### config.mk
export PLATFORM = sky130hd
export DESIGN_NAME = stream_addr_seq
export DESIGN_NICKNAME = d
export VERILOG_FILES = /design/src/rtl/stream_addr_seq_pkg.sv /design/src/rtl/stream_addr_step.sv /design/src/rtl/stream_addr_seq.sv
export SDC_FILE = /design/constraint.sdc
export NUM_CORES = 1
export LEC_CHECK = 0
export ABC_AREA = 1
export BUFFER_PORTS_ARGS = -buffer_cell sky130_fd_sc_hd__buf_2
export CELL_PAD_IN_SITES_DETAIL_PLACEMENT = 1
export CELL_PAD_IN_SITES_GLOBAL_PLACEMENT = 1
export CORE_AREA = 2 2 69 71
export CTS_CLUSTER_SIZE = 28
export DETAILED_ROUTE_END_ITERATION = 8
export DIE_AREA = 0 0 71 73
export GPL_ROUTABILITY_DRIVEN = 1
export HOLD_SLACK_MARGIN = 0.03
export PLACE_DENSITY_LB_ADDON = 0.05
export SLEW_MARGIN = 10
export SYNTH_ARGS = -nofsm -noshare
export SYNTH_HDL_FRONTEND = slang
export SYNTH_SLANG_ARGS = --single-unit
### constraint.sdc
create_clock -name clk -period 2.4 [get_ports clk]
set_input_delay 0.24 -clock clk [delete_from_list [all_inputs] [get_ports clk]]
set_output_delay 0.24 -clock clk [all_outputs]
set_load 0.02 [all_outputs]
### src/rtl/stream_addr_seq_pkg.sv
// Shared definitions for the stream address sequencer family.
// State encoding used by stream_addr_seq.
package stream_addr_seq_pkg;

   typedef enum logic [1:0] {
      IDLE = 2'd0,
      RUN  = 2'd1,
      DONE = 2'd2
   } state_t;

endpackage

### src/rtl/stream_addr_step.sv
// Combinational next-address unit: addr + stride, wrapping at 2^addrN.
// With STREAM_ADDR_SEQ_LIMIT_EN the sum is folded modulo a limit (0 = no limit).
module stream_addr_step #(
   parameter int addrN = 8
) (
   input  logic [addrN-1:0] addr,
   input  logic [addrN-1:0] stride,
`ifdef STREAM_ADDR_SEQ_LIMIT_EN
   input  logic [addrN-1:0] limit,
`endif
   output logic [addrN-1:0] next_addr
);

`ifdef STREAM_ADDR_SEQ_LIMIT_EN
   logic [addrN:0] sum;
   logic [addrN:0] diff;

   // Carry bit kept so a sum past 2^addrN still compares correctly against the limit.
   always_comb begin
      sum       = {1'b0, addr} + {1'b0, stride};
      diff      = sum - {1'b0, limit};
      next_addr = sum[addrN-1:0];
      if ((limit != '0) && (sum >= {1'b0, limit}))
         next_addr = diff[addrN-1:0];
   end
`else
   always_comb begin
      next_addr = addr + stride;
   end
`endif

endmodule

### src/rtl/stream_addr_seq.sv
// Command-driven address sequencer: emits count addresses base, base+stride, ...
// then a done token. Optional modulo-limit wrap via STREAM_ADDR_SEQ_LIMIT_EN.
module stream_addr_seq
   import stream_addr_seq_pkg::*;
#(
   parameter int addrN = 8,
   parameter int cntN  = 8
) (
   input  logic             clk,
   input  logic             nrst,
   input  logic [addrN-1:0] cmd_base,
   input  logic [addrN-1:0] cmd_stride,
   input  logic [cntN-1:0]  cmd_count,
`ifdef STREAM_ADDR_SEQ_LIMIT_EN
   input  logic [addrN-1:0] cmd_limit,
`endif
   input  logic             cmd_valid,
   output logic             cmd_ready,
   output logic [addrN-1:0] addr,
   output logic             addr_valid,
   input  logic             addr_ready,
   output logic             done_valid,
   input  logic             done_ready,
   output logic             busy
);

   state_t           state, state_n;
   logic [addrN-1:0] addr_n;
   logic [addrN-1:0] stride_q, stride_n;
   logic [cntN-1:0]  rem_q, rem_n;
   logic [addrN-1:0] addr_nxt;
`ifdef STREAM_ADDR_SEQ_LIMIT_EN
   logic [addrN-1:0] limit_q, limit_n;
`endif

   stream_addr_step #(.addrN(addrN)) u_step (
      .addr      (addr),
      .stride    (stride_q),
`ifdef STREAM_ADDR_SEQ_LIMIT_EN
      .limit     (limit_q),
`endif
      .next_addr (addr_nxt)
   );

   // Valids decode from state so an asynchronous reset drops them at once.
   assign cmd_ready  = (state == IDLE);
   assign addr_valid = (state == RUN);
   assign done_valid = (state == DONE);
   assign busy       = (state != IDLE);

   always_ff @(posedge clk or negedge nrst) begin
      if (!nrst) begin
         state    <= IDLE;
         addr     <= '0;
         stride_q <= '0;
         rem_q    <= '0;
`ifdef STREAM_ADDR_SEQ_LIMIT_EN
         limit_q  <= '0;
`endif
      end else begin
         state    <= state_n;
         addr     <= addr_n;
         stride_q <= stride_n;
         rem_q    <= rem_n;
`ifdef STREAM_ADDR_SEQ_LIMIT_EN
         limit_q  <= limit_n;
`endif
      end
   end

   always_comb begin
      state_n  = state;
      addr_n   = addr;
      stride_n = stride_q;
      rem_n    = rem_q;
`ifdef STREAM_ADDR_SEQ_LIMIT_EN
      limit_n  = limit_q;
`endif
      case (state)
         IDLE: begin
            if (cmd_valid) begin
               addr_n   = cmd_base;
               stride_n = cmd_stride;
               rem_n    = cmd_count;
`ifdef STREAM_ADDR_SEQ_LIMIT_EN
               limit_n  = cmd_limit;
`endif
               state_n  = (cmd_count != '0) ? RUN : DONE;
            end
         end
         RUN: begin
            // Compare against 1 so a full-scale count never needs an extra bit.
            if (addr_ready) begin
               if (rem_q > cntN'(1)) begin
                  addr_n = addr_nxt;
                  rem_n  = rem_q - cntN'(1);
               end else begin
                  rem_n   = '0;
                  state_n = DONE;
               end
            end
         end
         DONE: begin
            if (done_ready)
               state_n = IDLE;
         end
         default: state_n = IDLE;
      endcase
   end

endmodule

=== Word level (Yosys, flattened, before mapping) ===
Cells that the tools add are included.

* Bits of input ports: 29
* Register bits after elaboration: 26

* Multiplexer cells: 14
* Reductions and logical operators: 8
* Equal/unequal tests: 7
* Add/subtract/negate cells: 2
* $lt $le $gt $ge: 1

{| class="wikitable"
|+ Operator list
! operator !! count
|-
| 8-bit two-way mux || 6
|-
| 8-bit one-hot mux with 2 select lines || 2
|-
| 2-bit two-way mux || 5
|-
| 8-bit adder || 1
|-
| 8-bit by 1-bit greater-than comparator with 1-bit output (second input constant) || 1
|-
| 4-bit AND reduction || 2
|-
| 8-bit nonzero test || 1
|-
| 8-bit by 1-bit subtractor with 8-bit output (second input constant) || 1
|-
| 2-bit by 1-bit != test with 1-bit output (second input constant) || 3
|-
| 2-bit one-hot mux with 3 select lines || 1
|-
| 2-bit != test (second input constant) || 2
|-
| 2-bit nonzero test || 2
|-
| 3-bit AND reduction || 1
|-
| 2-bit by 1-bit equality test with 1-bit output (second input constant) || 1
|-
| 2-bit equality test (second input constant) || 1
|-
| 2-bit zero test || 1
|-
| 2-bit AND reduction || 1
|}

=== Longest topological paths before layout ===
Gate-level depths: netlist of run 1.

* Word-level depth: 4
* Mapped depth: 10
* Mapped depth without buffers: 10

=== Cells and area by module ===
Synthesis of run 1 repeated with hierarchy kept, for this count alone.

* Cells, all modules: 250
* Area, all modules: 1,875.5 sq um

{| class="wikitable"
|+ Modules (own cells, without submodules)
! module !! seq. area each (sq um) !! times used !! cells each !! area each (sq um)
|-
| stream_addr_seq || 650.6 || 1 || 190 || 1,514.0
|-
| stream_addr_step || 0.0 || 1 || 60 || 361.6
|}

=== Worst setup path after synthesis of run 1 ===
OpenSTA, ideal clock, no wires.

* Path type: register to register
* Start point: register addr[0]
* End point: register addr[6]
* Arrival: 1.472 ns
* Data required time: 2.284 ns
* Cell stages (with the launch flop): 10
* Library setup time: 0.116 ns
* Path buffers: 0
* Setup slack: 0.812 ns
* Path through: dfrtp_1 ha_1 inv_1 fa_1 inv_1 nand3_1 nand4_1 nand3_1 nand2_1 nand2_1

* Longest elaborated chain between the ends: 4

{| class="wikitable"
|+ RTL lines
! element !! RTL line !! RTL
|-
| start, declared || stream_addr_seq.sv:19 || <nowiki>output logic [addrN-1:0] addr,</nowiki>
|-
| start signal, assigned || stream_addr_seq.sv:62 || <nowiki>addr <= addr_n;</nowiki>
|-
| 8-bit adder || stream_addr_step.sv:28 || <nowiki>next_addr = addr + stride;</nowiki>
|-
| 8-bit two-way mux || stream_addr_seq.sv:94 || <nowiki>if (rem_q > cntN'(1)) begin</nowiki>
|-
| 8-bit two-way mux || stream_addr_seq.sv:93 || <nowiki>if (addr_ready) begin</nowiki>
|-
| 8-bit one-hot mux with 2 select lines || stream_addr_seq.sv:79 || <nowiki>case (state)</nowiki>
|}

Every way passes these cells. The select of a mux whose other input is x is not followed.
A chain may end at the register's enable or synchronous reset.

=== Final worst setup path of run 1 ===
* Start point: register state[1]
* End point: output addr_valid

* Longest elaborated chain between the ends: 1

{| class="wikitable"
|+ RTL lines
! element !! RTL line !! RTL
|-
| start, declared || stream_addr_seq.sv:27 || <nowiki>state_t state, state_n;</nowiki>
|-
| start signal, assigned || stream_addr_seq.sv:61 || <nowiki>state <= state_n;</nowiki>
|-
| 2-bit by 1-bit equality test with 1-bit output || stream_addr_seq.sv:47 || <nowiki>assign addr_valid = (state == RUN);</nowiki>
|-
| end, declared || stream_addr_seq.sv:20 || <nowiki>output logic addr_valid,</nowiki>
|}

Every way passes these cells.

==> flow_summary.ini, run 1 <==
[outcome]
outcome = finished, final reports clean

[pwr]
switchingPower_mw = 1.57
netSwitchingFraction = 0.501
power_frac_comb = 0.630
power_density_nw_per_um2 = 1500
p_seq_frac = 0.278
clkPwrFrac = 0.092
vdd_drop_max_mv = 0.499
internal_power_mw = 1.56
p_leak_nw = 1.14

[synthesis]
synthXorXnorAreaFrac = 0.0246
synth-edff-count = 0
synth_seq_cells = 26
synth_area_leader_cell = dfrtp_1
synth_top_family_by_area = simple AND/OR/NAND/NOR gates
synthAdderAreaFrac = 0.0745
ys_warn_count = 0
synth_mux_area_frac = 0.0556
synthSimpleGateAreaFrac = 0.316
synth_area_per_cell_um2 = 7.35
ys_types = 29
synth_top_area_share = 0.366
syn_nets = 281
synthArstFlopShare = 1.00
yosysSeqAreaShare = 0.366
synth_flop_cell = dfrtp_1
synth_most_common_cell = nand2_1
synth.area.top_cells = dfrtp_1 (37%), nand2_1 (13%), nor2_1 (7.8%)
synth_commonest_cells = nand2_1 (61), nor2_1 (37), inv_1 (34)
syn-cell-area_um2 = 1780
netlist_instances = 242
synth_compound_area_frac = 0.0809

[cells_and_area]
fillCellCount = 602
antenna_cells = 0
fin_area_um2 = 2100
final_util = 0.462
drive_gt1_frac = 0.214
final_cells = 339
nets = 325
syn_to_final_growth_pct = 17.8

[timing]
period_needed_ps = 1770
slew_headroom = 0.585
worst_pin_slew_ps = 622
timing.final.crit_share = 0.738
rsz0062_at_grt = no
skew_ps = 1.98
fmax_ghz = 0.565
drv_slew = 0
setup_violations = 0
finalHoldViolations = 0
hold_ws_ps = 195
setup-tns-final_ps = 0

[cts]
h-tree-depth = 1
cts_root_buf = clkbuf_8
worstSkewPairLatency_ps = 270
cts-resized-gates = 0
clk_pin_slew_ps = 90
cts.sinks = 26
cts_tree = done
cts_made_buffers = 3
clk_path_buf_depth = 2

[drt]
ant_nets = 0
avgRoutedWirePerCell_um = 12.9
viasPerCell = 4.92
firstDrtPassIters = 4
wirelength_um = 4390
drc = 0
drt-initial-drc-count = 38
vias = 1669

[floorplan]
coreArea_um2 = 4540
boundaryPins = 41
die_y_um = 73
rows = 25
die_area_um2 = 5180
initial_utilization = 0.392
fp.dieW_um = 71

[critical_path]
worst-setup-path-type = register to output port
path_cells = inv_1, nand2_4, inv_2, buf_2
slowest_delay_ps = 440
critPathSlowestCell = dfrtp_1
crit_fanout = 19
crit_required_ps = 2160
critPathLaunchType = register
worstPathArrival_ps = 1530
crit_path_end_kind = output port

[placed_design]
dp.cells = 334
post-dp-hpwl_um = 3470
gp_congestion = 0.827
numPortBuffers = 40
placed_cell_area_um2 = 2030

[global_route]
grt_pass1_vias = 1736
grt_pass1_wl_um = 7870
grt-ovfl-total = 0
grtUsageTotal = 0.190
antenna_found_initial = 0
grt_max_degree = 27

[flow_run]
drv_cap = 0

[min_path]
hp-class = primary input to register
[layout make-up]
class	instances	area, µm²	area share
clock buffers	4	55.1	0.0263
well taps	54	67.6	0.0322
multi-input cells	179	981	0.468
inverters	35	131	0.0627
repair buffers	41	210	0.100
flip-flops and latches	26	651	0.310
[what timing repair did]
action                                 4_1_cts  5_1_grt
endpoints found under the hold margin       26        0
setup buffers                                0        0
hold buffers                                 1        0
[worst max-delay path, delay by kind of cell (launching register included)]
| kind | cells | cell delay, ps |
|---|---|---|
| buf+inv | 3 | 710 |
| simple gates | 1 | 110 |
| flops | 1 | 440 |
[metrics by stage]
| step | setup WS [ps] | power (mW) |
|---|---|---|
| after global placement | 763 | 2.85 |
| after detailed placement | 737 | 2.89 |
| after floorplan | 812 | 2.38 |
| after global routing | 498 | 3.52 |
| after CTS | 619 | 3.20 |
| final | 629 | 3.14 |
[power groups by stage]
stage	Sequential [mW]	Clock, mW	Combinational [mW]
2_1_floorplan	0.912	0	1.47
3_3_place_gp	0.878	0	1.97
3_5_place_dp	0.884	0	2.01
4_1_cts	0.873	0.299	2.02
5_1_grt	0.901	0.312	2.30
6_report	0.872	0.288	1.98
[state kept, by name, indices dropped and copies added, names as in the netlist]
register,cells
addr,8
rem_q,8
state,2
stride_q,8
[placed cells by master (no fill, tap or decap), types with 2 or more instances in the layout]
master,instances
xnor2_1,3
mux2i_1,2
xor2_1,2
inv_1,34
nand2_4,2
o21ai_0,6
mux2_2,7
buf_2,40
dfrtp_1,26
nand4_1,2
nand2_1,61
clkbuf_8,4
o21ai_1,3
nand3b_1,3
ha_1,9
o21ai_2,3
a22oi_1,2
nand3_1,19
nor2_1,37
a21oi_1,10
[final timing paths]
| path | from | to | slack (ps) | cells after the start |
|---|---|---|---|---|
| min in group asynchronous | nrst | state[0] | 510 | 2 |
| setup reg to reg | rem_q[0] | state[0] | 730 | 7 |
| hold reg to reg | addr[6] | addr[6] | 520 | 2 |
| max in group asynchronous | nrst | addr[4] | 1480 | 2 |
| setup / recovery | state[1] | addr_valid | 630 | 4 |
| hold / removal | cmd_stride[6] | stride_q[6] | 190 | 2 |
[cell families (layout without fill, tap and decap cells)]
| group | Yosys count | after routing |
|---|---|---|
| and+or+nand+nor | 130 | 130 |
| buffers and inverters | 37 | 80 |
| DFF | 26 | 26 |
| AOI/OAI and AO/OA | 25 | 25 |
| adders and majority gates | 10 | 10 |
| muxes | 9 | 9 |
| xor gates and xnor gates | 5 | 5 |
[layer usage]
layer	vias up	track usage	wire [µm]
met4	0	0.0440	42
met2	16	0.339	2220
li1	852	-	-
met3	4	0.0207	88
met5	-	0	0
met1	797	0.249	2040
(Power assumes the default switching activity.)
==> run 2, diff against run 1 <==
Settings changed: CORE_AREA 2 2 69 71 to 2 2 75 77, DIE_AREA 0 0 71 73 to 0 0 77 79.
Clock period 2.4 ns to 1.4 ns, I/O delays scaled along.
==> run 2 against run 1 <==
  * The flow now finishes with violations (negative setup slack)
  * Non-clock buffer count rose by 42
  * Via count rose by 10%
  * Sequential share of layout area fell by 7.5 points
  * Combinational power rose to 2.8 times the previous value
  * Clock skew rose by 6.6 ps
  * Register-to-register slack got worse by 810 ps
  * Flip-flop and latch count did not move
  * Utilization rose by 6.1 points
  * First-iteration DRC count fell by 18%
  * Critical path type is now register to register
==> flow_summary.ini, run 2 (synthesis results as in run 1) <==
[outcome]
outcome = finished, violations left
violations = negative setup slack

[cells_and_area]
final_cell_mix = nand2_1 (46), buf_4 (37), buf_2 (36), nor2_1 (30), inv_1 (27)
nets = 368
syn_to_final_growth_pct = 57.0
fin_area_um2 = 2790
reg_top3 = addr x8, rem_q x8, stride_q x8
layout_commonest_cell = nand2_1
final_cells = 400
antenna_cells = 0
drive_gt1_frac = 0.497

[placed_design]
gp_congestion = 0.744
dp.cells = 381
post-dp-hpwl_um = 3900
post-place-ws_ps = -82.4
numPortBuffers = 40
placed_cell_area_um2 = 2400

[global_route]
grt_max_degree = 27
antenna_found_initial = 0
grt_pass1_vias = 1906
grt_pass1_wl_um = 8560
grtUsageTotal = 0.180
grt-ovfl-total = 0

[pwr]
vdd_drop_max_mv = 0.982
power_density_nw_per_um2 = 2750
switchingPower_mw = 3.53
p_leak_nw = 1.39
p_seq_frac = 0.198
internal_power_mw = 4.15
clkPwrFrac = 0.068
netSwitchingFraction = 0.460
power_frac_comb = 0.734

[drt]
drc = 0
ant_nets = 0
avgRoutedWirePerCell_um = 13.6
vias = 1837
drt-initial-drc-count = 31
viasPerCell = 4.59
firstDrtPassIters = 4
wirelength_um = 5440

[cts]
clk_path_buf_depth = 2
cts_tree = done
clk_pin_slew_ps = 100
h-tree-depth = 1
cts_root_buf = clkbuf_8
cts.sinks = 26
cts_made_buffers = 3
worstSkewPairLatency_ps = 280

[critical_path]
slowest_delay_ps = 400
worst-setup-path-type = register to register
worstPathArrival_ps = 1720
path_cells = ha_4, inv_2, fa_2, inv_2, nand2_2, a21oi_2, nand3b_1, nand2_1, nand2_1
crit_fanout = 2
critPathLaunchType = register
crit_path_end_kind = register
crit_required_ps = 1630
critPathSlowestCell = dfrtp_2

[floorplan]
coreArea_um2 = 5340
fp.dieW_um = 77
initial_utilization = 0.333
die_area_um2 = 6080
rows = 27
die_y_um = 79
boundaryPins = 41

[timing]
hold_ws_ps = 80.1
period_needed_ps = 1480
setup_violations = 10
worst_pin_slew_ps = 652
drv_slew = 0
skew_ps = 8.57
setup_ws_ps = -83.8
finalHoldViolations = 0
rsz0062_at_grt = yes
fmax_ghz = 0.674
slew_headroom = 0.565
timing.final.crit_share = 1.06

[min_path]
hp-class = primary input to register

[flow_run]
drv_cap = 0
-- run 2: per-stage QoR --
step / TNS [ps] / total power [mW] / util
global route: -1660 / 8.38 / 0.523
global placement: -124 / 5.91 / 0.449
detailed placement: -316 / 6.01 / 0.449
floorplan: -119 / 4.44 / -
CTS: -149 / 6.83 / 0.473
finish: -356 / 7.68 / 0.523
-- run 2: timing repair --
item | in CTS | in global routing
gates resized for setup | 12 | 55
endpoints found under the setup margin | 10 | 20
gates cloned | 1 | 0
pin swaps | 7 | 19
hold endpoints to repair | 26 | 0
hold buffers | 1 | 0
buffers inserted | 2 | 11
-- run 2: worst paths after layout --
kind | start | end | slack, ps | cells past startpoint
min | cmd_stride[4] | stride_q[4] | 80 | 2
min reg2reg | addr[1] | addr[1] | 530 | 2
min in group asynchronous | nrst | addr[4] | 410 | 2
max | addr[0] | addr[4] | -80 | 9
max reg2reg | addr[0] | addr[4] | -80 | 9
max in group asynchronous | nrst | addr[0] | 530 | 2
-- run 2: critical path, delay by kind of cell, from the launching register on --
family / cells / cell delay, ps
AOI/OAI and AO/OA: 1 / 120
adders and majority gates: 2 / 500
buffers and inverters: 2 / 120
DFF: 1 / 400
and+or+nand+nor: 4 / 290
-- run 2: power groups by stage --
stage / registers (mW) / clock network, mW / logic [mW]
6_report: 1.52 / 0.521 / 5.64
5_1_grt: 1.57 / 0.572 / 6.24
4_1_cts: 1.50 / 0.544 / 4.79
3_5_place_dp: 1.51 / 0 / 4.50
3_3_place_gp: 1.50 / 0 / 4.41
2_1_floorplan: 1.67 / 0 / 2.78
-- run 2: metal layers --
metal  up-vias  wire, µm  global-route usage  share of wire
met5         -         0                   0              0
met2        17      3000               0.351           0.55
met3         5        94              0.0205          0.017
met1       876      2290               0.204           0.42
met4         0        63              0.0536          0.012
li1        939         -                   -              -
-- run 2: area by class of cell --
class / instances / area (µm²)
sequential: 26 / 657
fill: 680 / 2540
clock buffer: 4 / 55.1
multi-input combinational: 180 / 1260
inverter: 35 / 131
tap: 72 / 90.1
timing repair buffer: 83 / 596
==> run 3, diff against run 2 <==
Settings changed: PLACE_DENSITY set to 0.71, PLACE_DENSITY_LB_ADDON 0.05 to not set.
==> run 3 against run 2 <==
  * The run still ends with negative setup slack left
  * Combinational power rose by 6.6%
  * Total power grew 4.4%
  * Clock skew shrank 3.9 ps
  * Critical path depth is 1 lower
  * Via count grew 3.6%
  * Count of clock-buffer cells in the layout unchanged
  * Largest power group unchanged
  * Highest routed layer unchanged
==> flow_summary.ini, run 3 (synthesis results as in run 1) <==
[timing]
setup_violations = 15
rsz0062_at_grt = yes
fmax_ghz = 0.650
setup_ws_ps = -139
period_needed_ps = 1540
worst_pin_slew_ps = 646
drv_slew = 0
skew_ps = 4.66
finalHoldViolations = 0
timing.final.crit_share = 1.10
slew_headroom = 0.570

[global_route]
antenna_found_initial = 0
grt_pass1_wl_um = 9090
grt-ovfl-total = 0
grtUsageTotal = 0.184
grt_pass1_vias = 2025
grt_max_degree = 27

[pwr]
total_power_mw = 8.02
power_density_nw_per_um2 = 2820
vdd_drop_max_mv = 1.02
p_leak_nw = 1.41

[placed_design]
post-place-ws_ps = -95.2
post-dp-hpwl_um = 3910
gp_congestion = 0.761
placed_cell_area_um2 = 2390
dp.cells = 380
numPortBuffers = 40

[cts]
cts_tree = done
cts_root_buf = clkbuf_8
clk_path_buf_depth = 2
worstSkewPairLatency_ps = 280
clk_pin_slew_ps = 100
cts_made_buffers = 3
h-tree-depth = 1
cts.sinks = 26

[cells_and_area]
reg_top3 = addr x8, rem_q x8, stride_q x8
final_util = 0.534
fin_area_um2 = 2850
fillCellCount = 681
layout_commonest_cell = nand2_1
final_cells = 400
nets = 368
drive_gt1_frac = 0.512
final_cell_mix = nand2_1 (42), buf_2 (36), buf_4 (36), nor2_1 (31), inv_1 (27)
antenna_cells = 0
syn_to_final_growth_pct = 60.1

[floorplan]
rows = 27
die_area_um2 = 6080
die_y_um = 79
initial_utilization = 0.333
boundaryPins = 41
fp.dieW_um = 77
coreArea_um2 = 5340

[flow_run]
drv_cap = 0

[drt]
drc = 0
wl_met3_um = 131
drt-initial-drc-count = 56
firstDrtPassIters = 4
viasPerCell = 4.76
wirelength_um = 6090
vias = 1903
met1_length_um = 2470
wl_met2_um = 3440
ant_nets = 0
avgRoutedWirePerCell_um = 15.2
top_layer_used = met4

[min_path]
hp-class = primary input to register

[critical_path]
critPathLaunchType = register
worst-setup-path-type = register to register
worstPathArrival_ps = 1750
crit_path_end_kind = register
crit_fanout = 6
crit_required_ps = 1610

[outcome]
violations = negative setup slack
outcome = finished, violations left
run 3: cell type report:
type	count	area (µm²)	area share
clock buffer	4	45.0	0.0158
inverter	35	131	0.0461
multi-input combinational	180	1330	0.465
sequential	26	657	0.231
tap	72	90.1	0.0316
timing repair buffer	83	599	0.210
run 3: path summary, 6_finish.rpt:
path                               start     endpoint  slack [ps]  cells after the start
hold reg to reg                  addr[7]      addr[7]         530                      2
setup / recovery                rem_q[0]     rem_q[2]        -140                      8
max in group asynchronous           nrst      addr[6]         520                      2
hold / removal             cmd_stride[4]  stride_q[4]          90                      2
min in group asynchronous           nrst  stride_q[2]         420                      2
setup reg to reg                rem_q[0]     rem_q[2]        -140                      8
run 3: where the power goes:
| part | switching, mW | total (mW) | internal [mW] | leakage (nW) |
|---|---|---|---|---|
| Clock | 0.265 | 0.469 | 0.204 | 0.0228 |
| Sequential | 0.379 | 1.54 | 1.16 | 0.302 |
| Combinational | 3.21 | 6.01 | 2.80 | 1.09 |
| Total | 3.85 | 8.02 | 4.17 | 1.41 |
run 3: repair_timing:
item                       in CTS  in global routing
hold buffers                    1                  0
gates resized for setup        14                 68
gates cloned                    1                  1
pin swaps                      11                 25
buffers inserted                7                  7
setup endpoints to repair      19                 29
hold endpoints to repair       26                  0
run 3: metal layers:
metal	GRT usage	vias up
met1	0.216	930
met2	0.366	29
met3	0.0170	6
met4	0.0321	0
met5	0	-
li1	-	938
run 3: critical path, stage by stage, from the launching register on:
cell and delay [ps]:
dfrtp_1 440, inv_2 80, ha_4 170, o21ai_4 170
nor2_4 70, nor2_1 130, buf_4 190, nand2_2 90
a21oi_2 140
run 3: through the flow:
| stage | hold slack, ps | TNS [ps] |
|---|---|---|
| after global placement | 201 | -112 |
| after floorplan | -156 | -119 |
| after CTS | 84.8 | -197 |
| final | 89.0 | -986 |
| after detailed placement | 212 | -633 |
| after global routing | 86.1 | -2050 |
